<file path="src/rtl/str_mc_hb_deci.sv">
// -----------------------------------------------------------------------------
// str_mc_hb_deci
//   Multi-channel, time-multiplexed half-band FIR decimate-by-2 stage.
//   NCH channel-interleaved streams share one folded-symmetric sequential MAC.
//   Each channel keeps its own delay line and decimation phase. Every second
//   sample of a channel triggers an accumulation over the centre tap and NP
//   symmetric odd tap pairs. The even off-centre taps are zero and are skipped.
//   A runtime bypass passes samples straight through. m_axis_tuser carries the
//   channel index. m_axis_tlast marks the last channel of every LAST-th frame.
//
// Ports
//   clk            : clock
//   rst_n          : synchronous active-low reset
//   deci_en        : 1 = filter and decimate, 0 = bypass (sampled at acceptance)
//   s_axis_tdata   : signed input sample, channels arrive in order 0..NCH-1
//   s_axis_tvalid  : input valid
//   s_axis_tready  : input ready (only while idle)
//   m_axis_tdata   : signed output sample
//   m_axis_tuser   : channel index of the output beat
//   m_axis_tlast   : last beat of every LAST-th output frame
//   m_axis_tvalid  : output valid
//   m_axis_tready  : output ready
// -----------------------------------------------------------------------------
module str_mc_hb_deci #(
  parameter int unsigned DW         = 24,
  parameter int unsigned NCH        = 2,
  parameter int unsigned NTAP       = 11,
  parameter int unsigned COEF_W     = 18,
  parameter int unsigned NP         = (NTAP + 1) / 4,
  parameter int          HCOEF [NP] = '{37579, -5132, 319},
  parameter int unsigned LAST       = 16000
) (
  input  logic                                     clk,
  input  logic                                     rst_n,
  input  logic                                     deci_en,
  input  logic signed [DW-1:0]                     s_axis_tdata,
  input  logic                                     s_axis_tvalid,
  output logic                                     s_axis_tready,
  output logic signed [DW-1:0]                     m_axis_tdata,
  output logic [((NCH > 1) ? $clog2(NCH) : 1)-1:0] m_axis_tuser,
  output logic                                     m_axis_tlast,
  output logic                                     m_axis_tvalid,
  input  logic                                     m_axis_tready
);

  localparam int unsigned UW = (NCH > 1) ? $clog2(NCH) : 1;
  localparam int          C  = (int'(NTAP) - 1) / 2;
  localparam int unsigned AW = DW + COEF_W + $clog2(NTAP);
  // Product width: (DW+1)-bit pre-add times COEF_W-bit coefficient.
  localparam int unsigned PW = DW + 1 + COEF_W;
  localparam int unsigned SW = $clog2(NP + 2);
  localparam int unsigned FW = (LAST > 1) ? $clog2(LAST) : 1;

  // Round-half-up constant: 0.5 LSB of the output, i.e. 2^(COEF_W-2).
  localparam logic signed [AW-1:0] RND =
    {{(AW - COEF_W + 1){1'b0}}, 1'b1, {(COEF_W - 2){1'b0}}};
  localparam logic signed [AW-1:0] SMAX = {{(AW - DW + 1){1'b0}}, {(DW - 1){1'b1}}};
  localparam logic signed [AW-1:0] SMIN = {{(AW - DW + 1){1'b1}}, {(DW - 1){1'b0}}};

  typedef enum logic [1:0] {
    StIdle,
    StAcc,
    StOut
  } state_e;

  state_e               r_state;
  logic                 r_rdy;
  logic                 r_vld;
  logic                 r_last;
  logic signed [DW-1:0] r_tdata;
  logic [UW-1:0]        r_tuser;
  logic [UW-1:0]        r_ch_in;
  logic [UW-1:0]        r_ch;
  logic signed [DW-1:0] r_dl [NCH][NTAP];
  logic [NCH-1:0]       r_ph;
  logic                 r_byp;
  logic signed [DW-1:0] r_smp;
  logic [SW-1:0]        r_step;
  logic signed [AW-1:0] r_acc;
  logic [FW-1:0]        r_frm;

  logic signed [DW-1:0]     w_lo;
  logic signed [DW-1:0]     w_hi;
  logic signed [COEF_W-1:0] w_coef;
  logic signed [DW:0]       w_pre;
  logic signed [PW-1:0]     w_pre_x;
  logic signed [PW-1:0]     w_coef_x;
  logic signed [PW-1:0]     w_prod;
  logic signed [AW-1:0]     w_term;
  logic signed [DW-1:0]     w_cdl;
  logic signed [AW-1:0]     w_ctr;
  logic signed [AW-1:0]     w_rnd;
  logic signed [DW-1:0]     w_sat;
  logic                     w_last_nxt;

  // Step i (1..NP) of the MAC works on the tap pair C-(2i-1) / C+(2i-1).
  always_comb begin
    w_lo   = '0;
    w_hi   = '0;
    w_coef = '0;
    for (int j = 0; j < int'(NP); j++) begin
      if (r_step == SW'(j + 1)) begin
        w_lo   = r_dl[r_ch][C - 2 * j - 1];
        w_hi   = r_dl[r_ch][C + 2 * j + 1];
        w_coef = COEF_W'(HCOEF[j]);
      end
    end
  end

  // Symmetric taps share one coefficient: pre-add at DW+1 bits, then multiply.
  assign w_pre    = {w_lo[DW-1], w_lo} + {w_hi[DW-1], w_hi};
  assign w_pre_x  = {{(PW - DW - 1){w_pre[DW]}}, w_pre};
  assign w_coef_x = {{(PW - COEF_W){w_coef[COEF_W-1]}}, w_coef};
  assign w_prod   = w_pre_x * w_coef_x;
  assign w_term   = {{(AW - PW){w_prod[PW-1]}}, w_prod};

  // Centre tap is exactly 0.5, so it is a shift rather than a multiply.
  assign w_cdl = r_dl[r_ch][C];
  assign w_ctr = {{(AW - DW){w_cdl[DW-1]}}, w_cdl} << (COEF_W - 2);

  assign w_rnd = (r_acc + RND) >>> (COEF_W - 1);

  always_comb begin
    if (w_rnd > SMAX) begin
      w_sat = SMAX[DW-1:0];
    end else if (w_rnd < SMIN) begin
      w_sat = SMIN[DW-1:0];
    end else begin
      w_sat = w_rnd[DW-1:0];
    end
  end

  // tlast is decided when the beat is loaded; the counter only moves on a
  // transfer, so it cannot change while the beat is held.
  assign w_last_nxt = (r_ch == UW'(NCH - 1)) && (r_frm == FW'(LAST - 1));

  always_ff @(posedge clk) begin
    if (!rst_n) begin
      r_state <= StIdle;
      r_rdy   <= 1'b0;
      r_vld   <= 1'b0;
      r_last  <= 1'b0;
      r_tdata <= '0;
      r_tuser <= '0;
      r_ch_in <= '0;
      r_ch    <= '0;
      r_ph    <= '0;
      r_byp   <= 1'b0;
      r_smp   <= '0;
      r_step  <= '0;
      r_acc   <= '0;
      r_frm   <= '0;
      for (int c = 0; c < int'(NCH); c++) begin
        for (int k = 0; k < int'(NTAP); k++) begin
          r_dl[c][k] <= '0;
        end
      end
    end else begin
      unique case (r_state)
        StIdle: begin
          r_rdy <= 1'b1;
          if (s_axis_tvalid && r_rdy) begin
            r_ch    <= r_ch_in;
            r_ch_in <= (r_ch_in == UW'(NCH - 1)) ? '0 : r_ch_in + UW'(1);
            r_step  <= '0;
            if (deci_en) begin
              for (int c = 0; c < int'(NCH); c++) begin
                if (r_ch_in == UW'(c)) begin
                  r_dl[c][0] <= s_axis_tdata;
                  for (int k = 1; k < int'(NTAP); k++) begin
                    r_dl[c][k] <= r_dl[c][k-1];
                  end
                end
              end
              r_ph[r_ch_in] <= ~r_ph[r_ch_in];
              r_byp         <= 1'b0;
              // Only the odd-phase sample of a channel produces an output.
              if (r_ph[r_ch_in]) begin
                r_state <= StAcc;
                r_rdy   <= 1'b0;
              end
            end else begin
              // Bypass leaves the delay lines alone and restarts decimation
              // phase on every channel.
              r_ph    <= '0;
              r_smp   <= s_axis_tdata;
              r_byp   <= 1'b1;
              r_state <= StAcc;
              r_rdy   <= 1'b0;
            end
          end
        end

        StAcc: begin
          if (r_byp) begin
            r_tdata <= r_smp;
            r_tuser <= r_ch;
            r_last  <= w_last_nxt;
            r_vld   <= 1'b1;
            r_state <= StOut;
          end else if (r_step == SW'(NP + 1)) begin
            r_tdata <= w_sat;
            r_tuser <= r_ch;
            r_last  <= w_last_nxt;
            r_vld   <= 1'b1;
            r_state <= StOut;
          end else begin
            if (r_step == '0) begin
              r_acc <= w_ctr;
            end else begin
              r_acc <= r_acc + w_term;
            end
            r_step <= r_step + SW'(1);
          end
        end

        StOut: begin
          if (m_axis_tready) begin
            r_vld   <= 1'b0;
            r_last  <= 1'b0;
            r_rdy   <= 1'b1;
            r_state <= StIdle;
            if (r_tuser == UW'(NCH - 1)) begin
              r_frm <= (r_frm == FW'(LAST - 1)) ? '0 : r_frm + FW'(1);
            end
          end
        end

        default: begin
          r_state <= StIdle;
          r_rdy   <= 1'b0;
          r_vld   <= 1'b0;
        end
      endcase
    end
  end

  assign s_axis_tready = r_rdy;
  assign m_axis_tdata  = r_tdata;
  assign m_axis_tuser  = r_tuser;
  assign m_axis_tlast  = r_last;
  assign m_axis_tvalid = r_vld;

endmodule

</file>
<file path="config.mk">
export PLATFORM = sky130hd
export DESIGN_NAME = str_mc_hb_deci
export DESIGN_NICKNAME = d
export VERILOG_FILES = /design/src/rtl/str_mc_hb_deci.sv
export SDC_FILE = /design/constraint.sdc
export NUM_CORES = 2
export LEC_CHECK = 0
export ABC_AREA = 1
export BUFFER_PORTS_ARGS = -buffer_cell sky130_fd_sc_hd__buf_2
export CAP_MARGIN = 5
export CORE_MARGIN = 8
export CORE_UTILIZATION = 55
export DETAILED_ROUTE_END_ITERATION = 12
export PLACE_DENSITY_LB_ADDON = 0.25
export SYNTH_ARGS = -nofsm -noshare
export SYNTH_HDL_FRONTEND = slang
export SYNTH_SLANG_ARGS = --single-unit
</file>
<file path="constraint.sdc">
create_clock -name clk -period 47.4 [get_ports clk]
set_input_delay 14.22 -clock clk [delete_from_list [all_inputs] [get_ports clk]]
set_output_delay 14.22 -clock clk [all_outputs]
set_load 0.005 [all_outputs]
</file>
# Word level (Yosys, flattened, before mapping)
# Memories as Yosys holds them, arrays and structs flattened. A register that Yosys moved wholly into a read port is not among the register bits.
# Index checks and enable logic that the tools add are counted.
[word_totals]
in_bits = 29
out_inout_bits = 28
latch_bits = 0
memories = 1
reg_bits = 122
mem_bits_ro = 0
mem_bits_rw = 528
[classes]
shifts = 0
bitwise_logic = 28
div = 0
mux = 85
n_lt_le_gt_ge = 4
n_reduce_logical = 18
multipliers = 1
n_addsub = 6
n_eq_ne = 13
[memory_table]
columns = ["name", "words", "word_bits", "read_ports", "rd_clocked_by_memory_dff", "write_ports", "line_no", "rtl"]
rows = [
  ["r_dl", 2, 264, 3, 1, 2, "74", "logic signed [DW-1:0] r_dl [NCH][NTAP];"],
]
[op_table]
columns = ["op", "n"]
rows = [
  ["2-to-1 mux 24 bit", 32],
  ["adder 46 x 18 -> 46 bit (second input constant)", 1],
  ["adder 46 x 43 -> 46 bit", 1],
  ["2-to-1 mux 46 bit", 1],
  ["multiplier 25 x 18 -> 43 bit", 1],
  ["2-to-1 mux 18 bit", 2],
  ["2-to-1 mux 1 bit", 31],
  ["greater-than comparator 29 x 24 -> 1 bit (second input constant)", 1],
  ["less-than comparator 29 x 24 -> 1 bit (second input constant)", 1],
  ["adder 24 x 24 -> 25 bit", 1],
  ["OR 1 bit", 22],
  ["2-to-1 mux 16 bit", 1],
  ["AND reduction 3 bit", 5],
  ["adder 14 x 1 -> 14 bit (second input constant)", 1],
  ["== test 14 bit (second input constant)", 1],
  ["2-to-1 mux 14 bit", 1],
  ["2-to-1 mux 2 bit", 7],
  ["2-to-1 mux 3 bit", 3],
  ["inequality test 2 bit (second input constant)", 4],
  ["AND reduction 4 bit", 2],
  ["== test 3 x 2 -> 1 bit (second input constant)", 2],
  ["inequality test 3 bit (second input constant)", 2],
  ["NOT 1 bit", 6],
  ["one-hot mux 1 bit (3 select lines)", 2],
  ["18 further kinds", 24],
]

# Logic depth before layout (Yosys ltp)
[logic_depth]
depth_word = 8
depth_mapped = 49
mapped_depth_nobuf = 48

# Worst setup path after synthesis
# OpenSTA, ideal clock, no wires.
[synth_path]
kind = "input-to-reg"
from = "in s_axis_tvalid"
to = "mem r_dl[0][0] (netlist name) (enable)"
required_ns = 46.146
n_path_buf = 0
stages = 4
arrival_time_ns = 32.978
setup_ns = 1.254
setup_slack_ns = 13.168
path_cell_list = "nand2_1 > nor2_2 > inv_1 > o21ai_0"
[synth_rtl]
columns = ["element", "line_no", "rtl"]
rows = [
  ["start, declared", "37", "input logic s_axis_tvalid,"],
  ["end, declared", "74", ""],
]

==> flow_summary.ini <==
[min_path]
hp-start = r_acc[15]$_SDFFE_PN0P_
hold_path.class = reg -> reg

[clock_network]
cts_tree = done
cts_sinks = 651
numCtsBuffers = 70
cts_root_buf = clkbuf_16
h-tree-depth = 3
cts.clk_slew.worst_paths_ns = 0.06
clk_path_buf_depth = 3
cts_resized = 0
hold_buffers = 0
clock_latency_ns = 0.63
cts_setup_buffers = 0

[timing]
tightest_slew_ns = 1.23
fin_setup_tns_ns = 0
fin_skew_ns = 0.0332
period_needed_ns = 17.77
timing.final.max_slew_violations = 0
setup_viol = 0
setup_ws_ns = 29.63
timing.final.crit_share_pct = 37.5
slew_headroom_pct = 17.9
fmax_mhz = 56.3
hold_viol = 0
rsz0062_at_grt = false

[global_route]
grt_overflow = 0
grt_pass1_vias = 33500
grt_max_degree = 177
antenna_found_initial = 0
grt_pass1_wl_mm = 194
track_usage_pct = 26.5

[drt]
drc_errors = 0
drt-wirelength-per-cell_um = 19.6
totalWireLength_mm = 123
routed_via_density = 5.32
vias = 33400
drt_iter0_drc = 3250
drtAntennaViolNets = 0
firstDrtPassIters = 5

[die]
rows = 106
die_area_um2 = 93900
initial_core_util_pct = 55.5
core_area_um2 = 83600
die_height_um = 306
die_width_um = 306
ios = 57

[placed_design]
dp_slack_ns = 28.98
dp_hpwl_mm = 92.9
io_buffers = 56
gp_congestion = 0.972

[cells_and_area]
fillers = 7299
nets = 5834
syn2layout_area_growth_pct = 7.75
regArea_um2 = 18300
multi_input_area_um2 = 22700
n_antenna_cell = 0
drive_gt1_share_pct = 5.43
final_util_pct = 59.8

[synth]
ys_seq_elements = 651
synth_area_per_cell_um2 = 9.00
yosysTopAreaCell = edfxtp_1
synthesis.nets = 5838
synth_cell_types = 57
synth_cells = 5156
netlist_top_cells_area = edfxtp_1 (34%), fa_1 (19%), inv_1 (10%), nor2_1 (7.6%), ha_1 (5.5%)
yosys_warnings = 0
synth_top_area_share_pct = 34.2
seq_area_frac_synth_pct = 39.5
syn_area_um2 = 46400

[worst_setup_path]
rr_startpoint = r_step[1]$_SDFFE_PN0P_
max_stage_delay_ns = 0.82
end_kind = flop
cp.arrival_ns = 18.10
critPathKind = in -> reg
worstPathRequired_ns = 47.73
path_common_cell = nand2_1
worstPathMaxFanout = 113
crit_start = s_axis_tvalid
crit_path_top_delay_cell = buf_4
crit_chain = buf_2 > nand2_1 > nor2_2 > inv_1 > nor2_1 > nand2_1 > nand2_1 > inv_8 > buf_4 > buf_4 > nor2_1
critPathLaunchType = primary input

[power]
total_power_mw = 1.35
pwr_density_cell_nw_per_um2 = 26.9
p_leak_nw = 22.8
peakVddDrop_mv = 0.0359

[run_status]
status = completed

[job]
cap_viol_max_count = 0
[final cells by class]
| cell class | count | area share [%] |
|---|---|---|
| tap | 1080 | 2.70 |
| timing repair buffer | 87 | 1.08 |
| multi-input combinational | 3070 | 45.3 |
| sequential | 651 | 36.7 |
| clock inverter | 34 | 0.761 |
| clock buffer | 96 | 3.91 |
| inverter | 1272 | 9.57 |
[final timing paths]
kind | slack, ns | depth (start not counted) | to
hold reg to reg | 0.47 | 2 | r_acc[15]$_SDFFE_PN0P_
hold / removal | 0.47 | 2 | r_acc[15]$_SDFFE_PN0P_
setup reg to reg | 35.83 | 40 | r_acc[44]$_SDFFE_PN0P_
setup / recovery | 29.63 | 11 | r_dl[0][189]$_SDFFCE_PN0P_
[flip-flops by register name, indices dropped and copies added (netlist names), 2 cells and up, named ones only]
| signal | count |
|---|---|
| m_axis_tdata | 24 |
| r_acc | 46 |
| r_frm | 14 |
| r_step | 3 |
| r_dl | 528 |
| r_smp | 24 |
| r_state | 2 |
| r_ph | 2 |
[critical path: cells and delay by family]
family        cells  cell delay, ns
simple gates      6            1.35
buf+inv           5            2.39
[cell usage in the layout, fill, tap and decap left out, types with 32 or more instances in the layout]
master     instances
o221ai_1          38
ha_1             204
nand2_1          563
fa_1             449
nor2_1           939
buf_2             56
o21ai_0          238
inv_1           1255
clkbuf_16         72
edfxtp_1         528
xor2_1            43
a21oi_1          246
nand3_1           84
dfxtp_1          122
nor3_1            32
[cells in the mapped netlist (all sizes together)]
cell type     n
o221ai       38
nor3b         5
o21a          3
nand2       575
xnor2        12
inv        1269
a31oi        16
a21boi        4
or2           6
nor4          6
a211oi        2
o31ai         2
edfxtp      528
fa          449
o21ai       246
a21o          4
o22ai        27
mux2i         1
buf          53
and3b         1
a221oi        1
nand3b        8
xor2         47
a22oi         8
dfxtp       123
nor3         34
o211ai        5
nand3        86
clkbuf      110
and3          5
clkinv        3
nor2        965
a211o         1
a41oi         1
a31o          1
a21oi       267
nand4        29
and2          1
o21bai        9
o2111ai       1
ha          204
[through the flow]
stage | cell area (um2) | instances | hold slack (ns)
final | 50000 | 6290 | 0.466
after global routing | 50000 | 6290 | 0.488
after CTS | 50000 | 6290 | 0.466
after detailed placement | 47600 | 6160 | 0.460
after global placement | 47600 | 6160 | 0.453
after floorplan | 46400 | 5156 | 0.433
[cells by family after synthesis]
logic type	synth area share, %
buf+inv	11.8
flops	39.5
xor+xnor	1.19
compound gates	7.70
mux	0.0216
simple gates	15.0
fa+ha+maj	24.9
[layer usage]
| layer | track usage [%] | wire [um] | vias to the layer above |
|---|---|---|---|
| li1 | - | - | 15900 |
| met1 | 39.1 | 55800 | 16100 |
| met2 | 40.3 | 53500 | 1213 |
| met3 | 4.51 | 10100 | 192 |
| met4 | 8.07 | 4110 | 0 |
| met5 | 0 | 0 | - |
[power by group]
part | switching (mW) | internal [mW]
Clock | 0.240 | 0.315
Sequential | 0.0145 | 0.644
Combinational | 0.0955 | 0.0359
Note: power is estimated with default switching activity, not from simulation.
